### config.mk
export PLATFORM = sky130hd
export DESIGN_NAME = booth_product_accumulator
export DESIGN_NICKNAME = d
export VERILOG_FILES = /design/src/rtl/booth_product_accumulator.sv
export SDC_FILE = /design/constraint.sdc
export NUM_CORES = 1
export LEC_CHECK = 0
export ABC_AREA = 0
export CORE_AREA = 2 2 60 62
export DETAILED_ROUTE_END_ITERATION = 8
export DIE_AREA = 0 0 62 64
export HOLD_SLACK_MARGIN = 0.02
export PLACE_DENSITY = 0.76
export SLEW_MARGIN = 20
export SYNTH_ARGS = -nofsm -noshare
export SYNTH_HDL_FRONTEND = slang
export SYNTH_SLANG_ARGS = --single-unit
### constraint.sdc
create_clock -name clk -period 3.64 [get_ports clk]
set_input_delay 0.728 -clock clk [delete_from_list [all_inputs] [get_ports clk]]
set_output_delay 0.728 -clock clk [all_outputs]
set_load 0.005 [all_outputs]
### src/rtl/booth_product_accumulator.sv
// rtl/booth_product_accumulator.sv - frame accumulator for Booth products; define ACCUM_SAT_EN for saturating sums
//
// Ports:
//   clk, rst_n                 clock, asynchronous active-low reset
//   start                      clear and begin a new frame
//   prod_in/valid/ready        signed product input stream
//   acc_out/valid/ready        signed frame sum output, held until accepted
//   busy                       frame in progress or result pending
//   overflow                   sticky signed overflow for the current frame
module booth_product_accumulator #(
    parameter int PROD_W    = 8,
    parameter int ACC_W     = 16,
    parameter int FRAME_LEN = 4
) (
    input  logic              clk,
    input  logic              rst_n,
    input  logic              start,
    input  logic [PROD_W-1:0] prod_in,
    input  logic              prod_valid,
    output logic              prod_ready,
    output logic [ACC_W-1:0]  acc_out,
    output logic              acc_valid,
    input  logic              acc_ready,
    output logic              busy,
    output logic              overflow
);

    localparam int CNT_W = $clog2(FRAME_LEN + 1);

    typedef enum logic [1:0] {
        S_IDLE = 2'd0,
        S_ACC  = 2'd1,
        S_HOLD = 2'd2
    } state_t;

    state_t              state_q;
    state_t              state_d;
    logic [ACC_W-1:0]    acc_q;
    logic [CNT_W-1:0]    cnt_q;
    logic                ovf_q;

    logic                beat;
    logic                clear;
    logic                last_beat;
    logic [ACC_W-1:0]    addend;
    logic [ACC_W-1:0]    raw_sum;
    logic                sum_ovf;
    logic [ACC_W-1:0]    acc_step;

    // Sized cast of a signed operand sign-extends the product to ACC_W.
    assign addend    = ACC_W'($signed(prod_in));
    assign raw_sum   = acc_q + addend;
    // Signed overflow: operands agree in sign but the result does not.
    assign sum_ovf   = (acc_q[ACC_W-1] == addend[ACC_W-1]) &&
                       (raw_sum[ACC_W-1] != acc_q[ACC_W-1]);

`ifdef ACCUM_SAT_EN
    localparam logic [ACC_W-1:0] ACC_MAX = {1'b0, {(ACC_W-1){1'b1}}};
    localparam logic [ACC_W-1:0] ACC_MIN = {1'b1, {(ACC_W-1){1'b0}}};

    // The overflow direction follows the sign shared by both operands.
    assign acc_step = sum_ovf ? (acc_q[ACC_W-1] ? ACC_MIN : ACC_MAX) : raw_sum;
`else
    assign acc_step = raw_sum;
`endif

    assign beat      = prod_valid && prod_ready;
    assign last_beat = beat && (cnt_q == CNT_W'(FRAME_LEN - 1));
    // start is ignored in HOLD unless the pending result is accepted.
    assign clear     = start && ((state_q != S_HOLD) || acc_ready);

    always_ff @(posedge clk or negedge rst_n) begin
        if (!rst_n) begin
            state_q <= S_IDLE;
        end else begin
            state_q <= state_d;
        end
    end

    always_comb begin
        state_d = state_q;
        case (state_q)
            S_IDLE: begin
                if (start) begin
                    state_d = S_ACC;
                end
            end
            S_ACC: begin
                if (!start && last_beat) begin
                    state_d = S_HOLD;
                end
            end
            S_HOLD: begin
                if (acc_ready) begin
                    state_d = start ? S_ACC : S_IDLE;
                end
            end
            default: state_d = S_IDLE;
        endcase
    end

    always_comb begin
        prod_ready = 1'b0;
        acc_valid  = 1'b0;
        busy       = 1'b0;
        case (state_q)
            S_ACC: begin
                prod_ready = !start;
                busy       = 1'b1;
            end
            S_HOLD: begin
                acc_valid  = 1'b1;
                busy       = 1'b1;
            end
            default: begin
                prod_ready = 1'b0;
            end
        endcase
    end

    always_ff @(posedge clk or negedge rst_n) begin
        if (!rst_n) begin
            acc_q <= '0;
            cnt_q <= '0;
            ovf_q <= 1'b0;
        end else if (clear) begin
            acc_q <= '0;
            cnt_q <= '0;
            ovf_q <= 1'b0;
        end else if (beat) begin
            acc_q <= acc_step;
            cnt_q <= cnt_q + 1'b1;
            ovf_q <= ovf_q | sum_ovf;
        end
    end

    assign acc_out  = acc_q;
    assign overflow = ovf_q;

endmodule

==> flow_metrics.tcl <==
set metrics [dict create \
    grt_pass1_vias 1338 \
    final_nets 246 \
    layout_setup_ws_ps 671.0 \
    clockRootBuffer "clkbuf_4" \
    yosysUniqueCellTypes 41 \
    viasPerCell 5.357 \
    hold_buffers 0 \
    synth_top_area_share_pct 34.35 \
    placed_cell_area_sq_mm 0.001984 \
    netlist_instances 175 \
    cts_buffers 3 \
    cts_tree "done" \
    grt_first_pass_wirelength_mm 5.685 \
    regToRegSetupSlack_ps 1110 \
    synth_top_area_cell "dfrtp_1" \
    dp_cells 252 \
    io_buffers 32 \
    gp_congestion 0.8948 \
    p_sw_share_pct 37.60 \
    finClkSkew_ps 6.448 \
    num_rows 21 \
    n_fill_cell 289 \
    rr_endpoint "acc_out[15]$_DFFE_PN0P_" \
    clk_pin_slew_worst_paths_ps 130 \
    dr.pass1.iters 4 \
    synth_most_common_cell "nand2_1" \
    finalHoldViolCount 0 \
    routedWlPerCell_microns 12.94 \
    arrival_ps 3200 \
    crit_type "in2reg" \
    synth_edf_count 0 \
    critPathRequiredTime_ps 3870 \
    synth-seq-cells 22 \
    place_hpwl_mm 2.498 \
    relSlewSlack_pct 66.27 \
    synth_commonest_cells "nand2_1 (24), dfrtp_1 (22), ha_1 (21), o21ai_0 (21), a21oi_1 (12)" \
    max_cap_violations 0 \
    p_int_mw 0.5967 \
    fin_cells 255 \
    cts_sinks 22 \
    peakVddDrop_mv 0.2403 \
    ios 33 \
    clk_latency_ps 300 \
    n_antenna_cell 0 \
    core_sq_mm 0.003284 \
    die_w_microns 62 \
    grt_max_degree 23 \
    end_kind "register" \
    die_area_sq_mm 0.003968 \
    dp_slack_ps 382.8 \
    clockBufferDepth 2 \
    pwr-share-clk_pct 11.7 \
    drive_above_1_share_pct 7.656 \
    drc_errors 0 \
    cts_setup_buffers 0 \
    hold_class "in2async" \
    rsz0062_at_grt "false" \
    worst_slew_pin_slew_ps 505.9 \
    routed_wl_mm 3.299 \
    crit_fanout 3 \
    grt_antenna_before_repair 0 \
    die_h_microns 64 \
    slew_viol_final 0 \
    synth-seq-area-share_pct 34.35 \
    first_iter_violations 63 \
    htreeDepth 1 \
    reg2reg_depth 9 \
    synth_async_sr_flop_share_pct 100.0 \
    outcome "finished clean" \
    crit_path_start_kind "primary input" \
    synthesis.nets 210 \
    vias 1366 \
    ant_nets 0 \
    grt_use_total_pct 18.26 \
    final_area_sq_mm 0.002002 \
    fmax_mhz 336.8 \
    synth_area_sq_mm 0.001603 \
    finalSetupViolCount 0 \
    power.leakage_nw 0.8972 \
    switchingPower_mw 0.3596 \
    power_frac_seq_pct 35.4 \
    area_growth_pct 24.90 \
    fin_tns_setup_ps 0 \
    syn_area_per_cell_sq_um 9.159 \
    crit-reg2reg-launch "acc_out[1]$_DFFE_PN0P_" \
    start_util_pct 48.80 \
    gr-total-overflow 0 \
    synth_area_leaders "dfrtp_1 (34%), ha_1 (16%), o21ai_0 (6.6%)" \
    period_share_pct 81.57 \
    synth_top_flop_cell "dfrtp_1" \
    post_cts_resized 0 \
    fin_util_pct 60.95 \
    p_per_area_mw_per_mm2 477.7 \
    period_needed_ps 2969 \
    pwr-share-comb_pct 52.9 \
    yosysWarnings 0 \
]
## power by group through the flow
| stage | clock [mW] | sequential, mW | combinational, mW |
|---|---|---|---|
| after floorplan | 0 | 0.339 | 0.324 |
| after global placement | 0 | 0.340 | 0.493 |
| after detailed placement | 0 | 0.343 | 0.506 |
| after CTS | 0.116 | 0.339 | 0.509 |
| after global routing | 0.128 | 0.347 | 0.563 |
| final | 0.112 | 0.339 | 0.506 |
## flip-flops by register name, indices dropped and copies added (netlist names)
| signal | count |
|---|---|
| acc_out | 16 |
| overflow | 1 |
| cnt_q | 3 |
| state_q | 2 |
## layout by cell type (no fill, tap or decap), types with 2 or more instances in the layout
master	count
dfrtp_1	22
mux2i_1	2
ha_1	21
a22o_1	4
a21oi_1	12
nand2_1	24
nand3_1	4
clkdlybuf4s50_1	31
o21ai_0	21
o21a_1	2
buf_4	2
a21oi_2	2
nor2_1	6
inv_1	9
nor2b_1	2
nand2b_1	2
xnor2_1	5
clkbuf_4	3
nor3_1	2
and3_1	2
xor2_1	8
## logic make-up after synthesis
kind of cell               share of synthesized area [%]
adders and majority gates                          17.64
xor gates and xnor gates                           7.104
and+or+nand+nor                                    15.22
buffers and inverters                              2.810
muxes                                              1.249
DFF                                                34.35
AOI/OAI and AO/OA                                  21.62
## per-layer routing
metal / track usage (%) / vias up / part of all wire (%) / wire (microns)
li1: - / 692 / - / -
met3: 2.227 / 2 / 4.2 / 140
met1: 23.82 / 647 / 45 / 1499
met5: 0 / - / 0 / 0
met2: 30.99 / 25 / 49 / 1631
met4: 4.787 / 0 / 0.82 / 27
## how the worst max path moves through the flow
stage | slack [ps] | startpoint | cells after the start | end
2_1_floorplan | 970 | prod_in[4] | 9 | acc_out[15]$_DFFE_PN0P_
3_3_place_gp | 450 | prod_in[4] | 10 | acc_out[15]$_DFFE_PN0P_
3_5_place_dp | 380 | prod_in[1] | 10 | acc_out[15]$_DFFE_PN0P_
4_1_cts | 680 | prod_in[1] | 10 | acc_out[15]$_DFFE_PN0P_
5_1_grt | 520 | prod_in[4] | 10 | acc_out[15]$_DFFE_PN0P_
6_report | 670 | prod_in[1] | 10 | acc_out[15]$_DFFE_PN0P_
## per-stage QoR
stage,hold slack [ps],power (mW)
global placement,462.2,0.8326
floorplan,432.4,0.6637
CTS,511.6,0.9640
global route,400.0,1.038
detailed placement,482.0,0.8487
finish,372.9,0.9563
## final cells by class
| class | instances | area (sq um) | area share (%) |
|---|---|---|---|
| Inverter | 9 | 33.78 | 1.688 |
| Clock buffer | 3 | 22.52 | 1.125 |
| Tap cell | 46 | 57.56 | 2.875 |
| Timing Repair Buffer | 34 | 330.3 | 16.50 |
| Multi-Input combinational cell | 141 | 1007 | 50.31 |
| Sequential cell | 22 | 550.5 | 27.50 |
## worst max-delay path: stages
cell	delay [ps]
clkdlybuf4s50_1	430
ha_1	300
a21oi_1	270
o211ai_2	160
a311o_2	410
a21oi_2	180
o2111a_1	230
o21ai_0	140
a21oi_2	170
mux2i_1	190
Note: power is estimated with default switching activity, not from simulation.
